--- config.mk ---
export PLATFORM = sky130hd
export DESIGN_NAME = pipeline_stall_ctrl_flat
export DESIGN_NICKNAME = d
export VERILOG_FILES = /design/src/rtl/pipeline_stall_ctrl_pkg.sv /design/src/rtl/pipeline_stall_ctrl_if.sv /design/src/rtl/pipeline_stall_ctrl_hazard_detect.sv /design/src/rtl/pipeline_stall_ctrl.sv /design/src/flat_wrapper.sv
export SDC_FILE = /design/constraint.sdc
export NUM_CORES = 1
export LEC_CHECK = 0
export ABC_AREA = 1
export CAP_MARGIN = 30
export CORE_MARGIN = 2
export CORE_UTILIZATION = 47
export DETAILED_ROUTE_END_ITERATION = 10
export GPL_ROUTABILITY_DRIVEN = 1
export GPL_TIMING_DRIVEN = 0
export PLACE_DENSITY = 0.79
export REMOVE_ABC_BUFFERS = 1
export SETUP_SLACK_MARGIN = 0.02
export SLEW_MARGIN = 25
export SYNTH_ARGS = -nofsm -noshare
export SYNTH_HDL_FRONTEND = slang
export SYNTH_SLANG_ARGS = --single-unit
--- constraint.sdc ---
create_clock -name clk -period 2.2 [get_ports clk]
set_clock_uncertainty 0.2 [all_clocks]
set_input_delay 0.33 -clock clk [delete_from_list [all_inputs] [get_ports clk]]
set_output_delay 0.33 -clock clk [all_outputs]
set_load 0.01 [all_outputs]
--- src/rtl/pipeline_stall_ctrl_pkg.sv ---
// Shared definitions for the pipeline stall/flush sequencer: register-file
// address width and the memory-wait FSM state encoding.
package pipeline_stall_ctrl_pkg;

    localparam int REG_FILE_ADDR_LEN = 5;

    typedef enum logic [1:0] {
        RUN      = 2'd0,
        MEM_WAIT = 2'd1,
        ERR      = 2'd2
    } stall_state_e;

endpackage

--- src/rtl/pipeline_stall_ctrl_if.sv ---
// Bundle of hazard inputs, memory handshake and pipeline-register controls
// exchanged between the stall sequencer (master) and the datapath (slave).
interface pipeline_stall_ctrl_if
    import pipeline_stall_ctrl_pkg::*;
#(
    parameter int REG_ADDR_W = REG_FILE_ADDR_LEN,
    parameter int CNT_W      = 16
);

    logic [REG_ADDR_W-1:0] id_src1;
    logic [REG_ADDR_W-1:0] id_src2;
    logic                  id_two_src;
    logic [REG_ADDR_W-1:0] exe_dest;
    logic                  exe_mem_r_en;
    logic                  br_taken;
    logic                  mem_r_en;
    logic                  mem_w_en;
    logic                  mem_ready;

    logic                  pc_freeze;
    logic                  if2id_freeze;
    logic                  if2id_flush;
    logic                  id2exe_freeze;
    logic                  id2exe_bubble;
    logic                  exe2mem_freeze;
    logic                  mem2wb_bubble;
    logic                  mem_req;
    logic                  mem_timeout;
    logic [CNT_W-1:0]      stall_count;

    // Stall sequencer side: observes hazards, drives pipeline controls.
    modport master (
        input  id_src1, id_src2, id_two_src, exe_dest, exe_mem_r_en,
        input  br_taken, mem_r_en, mem_w_en, mem_ready,
        output pc_freeze, if2id_freeze, if2id_flush, id2exe_freeze,
        output id2exe_bubble, exe2mem_freeze, mem2wb_bubble,
        output mem_req, mem_timeout, stall_count
    );

    // Datapath side: reports hazards, obeys pipeline controls.
    modport slave (
        output id_src1, id_src2, id_two_src, exe_dest, exe_mem_r_en,
        output br_taken, mem_r_en, mem_w_en, mem_ready,
        input  pc_freeze, if2id_freeze, if2id_flush, id2exe_freeze,
        input  id2exe_bubble, exe2mem_freeze, mem2wb_bubble,
        input  mem_req, mem_timeout, stall_count
    );

endinterface

--- src/rtl/pipeline_stall_ctrl_hazard_detect.sv ---
// Load-use hazard comparator: a load in EXE whose destination feeds an
// operand of the instruction in ID. Register 0 is hard-wired, never a hazard.
module hazard_detect
    import pipeline_stall_ctrl_pkg::*;
#(
    parameter int REG_ADDR_W = REG_FILE_ADDR_LEN
) (
    input  logic [REG_ADDR_W-1:0] id_src1_i,
    input  logic [REG_ADDR_W-1:0] id_src2_i,
    input  logic                  id_two_src_i,
    input  logic [REG_ADDR_W-1:0] exe_dest_i,
    input  logic                  exe_mem_r_en_i,
    output logic                  load_use_o
);

    logic src1Match;
    logic src2Match;

    // Compare the pending load destination against the operands actually read.
    always_comb begin
        src1Match  = (exe_dest_i == id_src1_i);
        src2Match  = id_two_src_i && (exe_dest_i == id_src2_i);
        load_use_o = exe_mem_r_en_i && (exe_dest_i != '0) && (src1Match || src2Match);
    end

endmodule

--- src/rtl/pipeline_stall_ctrl.sv ---
// Central stall/flush sequencer for the 5-stage pipeline. Memory stalls
// freeze everything and bubble MEM2WB; load-use stalls freeze the front and
// bubble ID2EXE once; taken branches flush IF2ID. A wait FSM bounds how long
// the data memory may hold off before latching a sticky timeout error.
module pipeline_stall_ctrl
    import pipeline_stall_ctrl_pkg::*;
#(
    parameter int REG_ADDR_W = REG_FILE_ADDR_LEN,
    parameter int TIMEOUT    = 64,
    parameter int CNT_W      = 16
) (
    input  logic                 clk,
    input  logic                 rst,
    pipeline_stall_ctrl_if.master bus
);

    localparam int WAIT_W = (TIMEOUT > 2) ? $clog2(TIMEOUT) : 1;
    localparam logic [WAIT_W-1:0] WAIT_LAST = WAIT_W'(TIMEOUT - 1);

    stall_state_e      stateQ, stateD;
    logic [WAIT_W-1:0] waitCntQ, waitCntD;
    logic              timeoutQ, timeoutD;
    logic [CNT_W-1:0]  stallCountQ;

    logic loadUse;
    logic memAcc;
    logic frontEval;
    logic pcFreeze;
    logic if2idFreeze;
    logic if2idFlush;
    logic id2exeFreeze;
    logic id2exeBubble;
    logic exe2memFreeze;
    logic mem2wbBubble;
    logic memReq;

    hazard_detect #(
        .REG_ADDR_W(REG_ADDR_W)
    ) uHazard (
        .id_src1_i     (bus.id_src1),
        .id_src2_i     (bus.id_src2),
        .id_two_src_i  (bus.id_two_src),
        .exe_dest_i    (bus.exe_dest),
        .exe_mem_r_en_i(bus.exe_mem_r_en),
        .load_use_o    (loadUse)
    );

    // Next-state and control decode; the memory stall outranks the front-end
    // hazards, which are only looked at when the back of the pipe can move.
    always_comb begin
        stateD        = stateQ;
        waitCntD      = waitCntQ;
        timeoutD      = timeoutQ;
        frontEval     = 1'b0;
        pcFreeze      = 1'b0;
        if2idFreeze   = 1'b0;
        if2idFlush    = 1'b0;
        id2exeFreeze  = 1'b0;
        id2exeBubble  = 1'b0;
        exe2memFreeze = 1'b0;
        mem2wbBubble  = 1'b0;
        memAcc        = bus.mem_r_en || bus.mem_w_en;
        memReq        = memAcc && (stateQ != ERR);

        case (stateQ)
            RUN: begin
                if (memAcc && !bus.mem_ready) begin
                    pcFreeze      = 1'b1;
                    if2idFreeze   = 1'b1;
                    id2exeFreeze  = 1'b1;
                    exe2memFreeze = 1'b1;
                    mem2wbBubble  = 1'b1;
                    stateD        = MEM_WAIT;
                    waitCntD      = WAIT_W'(1);
                end else begin
                    frontEval = 1'b1;
                end
            end
            MEM_WAIT: begin
                if (bus.mem_ready) begin
                    stateD    = RUN;
                    waitCntD  = '0;
                    frontEval = 1'b1;
                end else begin
                    pcFreeze      = 1'b1;
                    if2idFreeze   = 1'b1;
                    id2exeFreeze  = 1'b1;
                    exe2memFreeze = 1'b1;
                    mem2wbBubble  = 1'b1;
                    if (waitCntQ == WAIT_LAST) begin
                        stateD   = ERR;
                        timeoutD = 1'b1;
                    end else begin
                        waitCntD = waitCntQ + WAIT_W'(1);
                    end
                end
            end
            ERR: begin
                pcFreeze      = 1'b1;
                if2idFreeze   = 1'b1;
                id2exeFreeze  = 1'b1;
                exe2memFreeze = 1'b1;
                mem2wbBubble  = 1'b1;
            end
            default: begin
                stateD = RUN;
            end
        endcase

        if (frontEval) begin
            if (loadUse) begin
                pcFreeze     = 1'b1;
                if2idFreeze  = 1'b1;
                id2exeBubble = 1'b1;
            end else if (bus.br_taken) begin
                if2idFlush = 1'b1;
            end
        end
    end

    // Reset gates every control so a pipeline held in reset sees a clean NOP stream.
    always_comb begin
        bus.pc_freeze      = !rst && pcFreeze;
        bus.if2id_freeze   = !rst && if2idFreeze;
        bus.if2id_flush    = !rst && if2idFlush;
        bus.id2exe_freeze  = !rst && id2exeFreeze;
        bus.id2exe_bubble  = !rst && id2exeBubble;
        bus.exe2mem_freeze = !rst && exe2memFreeze;
        bus.mem2wb_bubble  = !rst && mem2wbBubble;
        bus.mem_req        = !rst && memReq;
        bus.mem_timeout    = !rst && timeoutQ;
        bus.stall_count    = stallCountQ;
    end

    // FSM state, wait counter, sticky timeout and saturating stall counter.
    always_ff @(posedge clk) begin
        if (rst) begin
            stateQ      <= RUN;
            waitCntQ    <= '0;
            timeoutQ    <= 1'b0;
            stallCountQ <= '0;
        end else begin
            stateQ   <= stateD;
            waitCntQ <= waitCntD;
            timeoutQ <= timeoutD;
            if (pcFreeze && (stallCountQ != '1)) begin
                stallCountQ <= stallCountQ + CNT_W'(1);
            end
        end
    end

endmodule
--- src/flat_wrapper.sv ---
// flat-port wrapper written by rule: the top's interface ports become plain ports
module pipeline_stall_ctrl_flat import pipeline_stall_ctrl_pkg::*;
#(
    parameter int REG_ADDR_W = REG_FILE_ADDR_LEN,
    parameter int TIMEOUT    = 64,
    parameter int CNT_W      = 16
)
  (clk, rst, bus_id_src1, bus_id_src2, bus_id_two_src, bus_exe_dest, bus_exe_mem_r_en, bus_br_taken, bus_mem_r_en, bus_mem_w_en, bus_mem_ready, bus_pc_freeze, bus_if2id_freeze, bus_if2id_flush, bus_id2exe_freeze, bus_id2exe_bubble, bus_exe2mem_freeze, bus_mem2wb_bubble, bus_mem_req, bus_mem_timeout, bus_stall_count);
  pipeline_stall_ctrl_if #(.REG_ADDR_W(REG_ADDR_W), .CNT_W(CNT_W)) bus_i ();
  input  logic clk;
  input  logic rst;
  input wire logic [$bits(bus_i.id_src1)-1:0] bus_id_src1;
  input wire logic [$bits(bus_i.id_src2)-1:0] bus_id_src2;
  input wire logic [$bits(bus_i.id_two_src)-1:0] bus_id_two_src;
  input wire logic [$bits(bus_i.exe_dest)-1:0] bus_exe_dest;
  input wire logic [$bits(bus_i.exe_mem_r_en)-1:0] bus_exe_mem_r_en;
  input wire logic [$bits(bus_i.br_taken)-1:0] bus_br_taken;
  input wire logic [$bits(bus_i.mem_r_en)-1:0] bus_mem_r_en;
  input wire logic [$bits(bus_i.mem_w_en)-1:0] bus_mem_w_en;
  input wire logic [$bits(bus_i.mem_ready)-1:0] bus_mem_ready;
  output wire logic [$bits(bus_i.pc_freeze)-1:0] bus_pc_freeze;
  output wire logic [$bits(bus_i.if2id_freeze)-1:0] bus_if2id_freeze;
  output wire logic [$bits(bus_i.if2id_flush)-1:0] bus_if2id_flush;
  output wire logic [$bits(bus_i.id2exe_freeze)-1:0] bus_id2exe_freeze;
  output wire logic [$bits(bus_i.id2exe_bubble)-1:0] bus_id2exe_bubble;
  output wire logic [$bits(bus_i.exe2mem_freeze)-1:0] bus_exe2mem_freeze;
  output wire logic [$bits(bus_i.mem2wb_bubble)-1:0] bus_mem2wb_bubble;
  output wire logic [$bits(bus_i.mem_req)-1:0] bus_mem_req;
  output wire logic [$bits(bus_i.mem_timeout)-1:0] bus_mem_timeout;
  output wire logic [$bits(bus_i.stall_count)-1:0] bus_stall_count;
  assign bus_i.id_src1 = bus_id_src1;
  assign bus_i.id_src2 = bus_id_src2;
  assign bus_i.id_two_src = bus_id_two_src;
  assign bus_i.exe_dest = bus_exe_dest;
  assign bus_i.exe_mem_r_en = bus_exe_mem_r_en;
  assign bus_i.br_taken = bus_br_taken;
  assign bus_i.mem_r_en = bus_mem_r_en;
  assign bus_i.mem_w_en = bus_mem_w_en;
  assign bus_i.mem_ready = bus_mem_ready;
  assign bus_pc_freeze = bus_i.pc_freeze;
  assign bus_if2id_freeze = bus_i.if2id_freeze;
  assign bus_if2id_flush = bus_i.if2id_flush;
  assign bus_id2exe_freeze = bus_i.id2exe_freeze;
  assign bus_id2exe_bubble = bus_i.id2exe_bubble;
  assign bus_exe2mem_freeze = bus_i.exe2mem_freeze;
  assign bus_mem2wb_bubble = bus_i.mem2wb_bubble;
  assign bus_mem_req = bus_i.mem_req;
  assign bus_mem_timeout = bus_i.mem_timeout;
  assign bus_stall_count = bus_i.stall_count;
  pipeline_stall_ctrl #(.REG_ADDR_W(REG_ADDR_W), .TIMEOUT(TIMEOUT), .CNT_W(CNT_W)) u_core (.clk(clk), .rst(rst), .bus(bus_i));
endmodule
==> results of run 1 <==
## power by group through the flow
stage / combinational (mW) / clock, mW / sequential [mW]
6_report: 0.223 / 0.210 / 0.479
5_1_grt: 0.246 / 0.237 / 0.481
4_1_cts: 0.206 / 0.219 / 0.477
3_5_place_dp: 0.203 / 0 / 0.487
3_3_place_gp: 0.201 / 0 / 0.487
2_1_floorplan: 0.0999 / 0 / 0.487
## final cells by class
| cell class | count | area, um^2 |
|---|---|---|
| Inverter | 31 | 116 |
| Sequential cell | 25 | 502 |
| Tap cell | 46 | 57.6 |
| Clock buffer | 4 | 26.3 |
| Fill cell | 322 | 1080 |
| Timing Repair Buffer | 52 | 507 |
| Multi-Input combinational cell | 194 | 1070 |
## placed cells by master, fill, tap and decap left out, types with 4 or more instances in the layout
cell / instances
a21oi_1: 14
dlygate4sd2_1: 7
nand3_1: 27
nand2_1: 65
xor2_1: 10
nor2_1: 33
buf_2: 5
dfxtp_1: 24
a21oi_2: 7
clkdlybuf4s50_1: 24
dlymetal6s2s_1: 8
inv_1: 29
nand2_2: 4
buf_4: 4
xnor2_1: 6
## critical path, cell delays in order
cell	delay [ns]
clkdlybuf4s50_1	0.44
or2_1	0.12
nand2_2	0.09
a21oi_2	0.15
nor2_2	0.07
buf_4	0.14
a21oi_2	0.14
buf_2	0.15
## cells by family after synthesis
group	synth area share
AND/OR/NAND/NOR	0.401
buffers and inverters	0.102
AO/OA/AOI/OAI	0.0976
flip-flops	0.300
XOR/XNOR	0.0841
adder cells (fa/ha/maj)	0.0150
## what timing repair did
action                     CTS  global route
gates resized for setup     42            24
setup endpoints to repair   25            24
cloned                       0             0
pin swaps                    5             7
setup buffers                4             1
## sequential cells by signal (all words and copies together), names as in the netlist
| signal | count |
|---|---|
| u_core.bus.stall_count | 16 |
| u_core.timeoutQ | 1 |
| u_core.waitCntQ | 6 |
| u_core.stateQ | 2 |
## stage by stage
stage / power, mW / setup slack (ns)
2_1_floorplan: 0.587 / 0.217
3_3_place_gp: 0.688 / -0.716
3_5_place_dp: 0.691 / -0.814
4_1_cts: 0.902 / 0.0323
5_1_grt: 0.964 / -0.0388
6_report: 0.913 / 0.0456
## metal layers
layer / GRT usage / wire length (um) / up-vias
met2: 0.361 / 2010 / 46
met1: 0.215 / 1660 / 770
li1: - / - / 915
met3: 0.0214 / 151 / 7
met5: 0 / 0 / -
met4: 0.0652 / 60 / 0
## worst paths after layout
| kind | start | endpoint | slack [ns] | cells after the start |
|---|---|---|---|---|
| min reg2reg | u_core.timeoutQ | u_core.timeoutQ | 0.27 | 2 |
| max reg2reg | u_core.bus.stall_count[1] | u_core.bus.stall_count[0] | 0.16 | 9 |
| min | rst | u_core.bus.stall_count[5] | 0.24 | 2 |
| max | bus_mem_w_en | bus_pc_freeze | 0.05 | 8 |
==> summary.txt, run 1 <==
Core area: 3360 um^2
Yosys top cell by area: dfxtp_1
Syn. warnings: 0
Setup Crit Path Kind: in2out
Deepest clock path buffer count: 2
FF+latch count, synth: 25
Num CTS Buffers: 3
Max cap viols: 0
H-Tree Depth: 1
Final-stage net count: 332
Initial antenna violation count: 0
Die span in x: 63.5 um
GPL Wtd Cong: 0.840
Full die area: 4040 um^2
CP Capture Type: primary output
Syn_area_per_cell: 6.46 um^2
Yosys cell types: 27
Int Pwr: 0.631 mW
Largest fanout on the critical path: 2
Endpoints failing setup: 0
Setup TNS Final: 0 ns
Yosys top cell area share: 0.300
Most numerous cell in the Yosys netlist: nand2_1
Clock power share: 0.231
Top area cells in the synthesized netlist: dfxtp_1, nand2_1, nand3_1, nor2_1, inv_1
Layout cell share with drive strength beyond 1: 0.134
EDFF count, synth: 0
Die Height: 63.5 um
I/O Buffers: 47
Clock-pin transition on the worst setup and hold timing paths: 0.13 ns
Peak supply drop: 0.000214 V
Avg WL per Cell: 11.0 um
Layout Cells excl Fill: 352
Drt pass-1 iters: 4
Synth cell count leaders: nand2_1, nor2_1, inv_1
Sw Ratio: 0.309
Initial Util: 0.496
WP data required: 1.67 ns
N_diodes: 0
Max Slew Vio Count: 0
Area delta synth->final: 37.0%
Post-route ant nets: 0
CTS Sinks: 25
Initial DRC Count: 60
# IOs: 48
Comb pwr share: 0.244
Final hold violations: 0
Global-route wire length before repair: 6.29 mm
Hold-fix buffers, CTS: 0
Critical path arrival: 1.62 ns
Async SR Flop Fraction: 0
Crit share post-route: 0.979
Power per cell area: 400 nW/um^2
Final Cell Area: 2280 um^2
Placed cell count: 343
Reg power frac: 0.525
Fmax: 464 MHz
Total detailed-routing wirelength: 3.88 mm
Register area share after synthesis: 0.300
Top FF cell, synth: dfxtp_1
Insertion delay to the later sink of the worst-skew pair: 0.32 ns
Slew margin rel.: 0.671
Mapped Cells: 258
Largest net degree at the start of global routing: 23
Status: finished clean
Hold Path Class: in2reg
Via count: 1,738
CP startpoint kind: input port
DRC errors left: 0
Psw: 0.282 mW
Vias per cell: 4.94
Row cnt: 21
Worst hold slack: 0.244 ns
Clock root buffer: clkbuf_4
Placed Area: 2140 um^2
CTS tree: done
Mapped cell area: 1670 um^2
HPWL after DPL: 2.73 mm
Tmin final: 2.15 ns
Worst-margin pin slew: 0.494 ns
Lkg Pwr: 0.996 nW
Core Util, Final: 0.679
RSZ-0062 raised after global routing: true
Gr usage total: 0.189
GRT overflow: 0
Vias in the first global route: 1,569
Power figures use the tool's default switching activity.
==> run 2: changes to the inputs <==
CTS_CLUSTER_DIAMETER = 60   (was default)
==> results of run 2 <==
The final DEF is identical to that of run 1; final timing and power are the same.
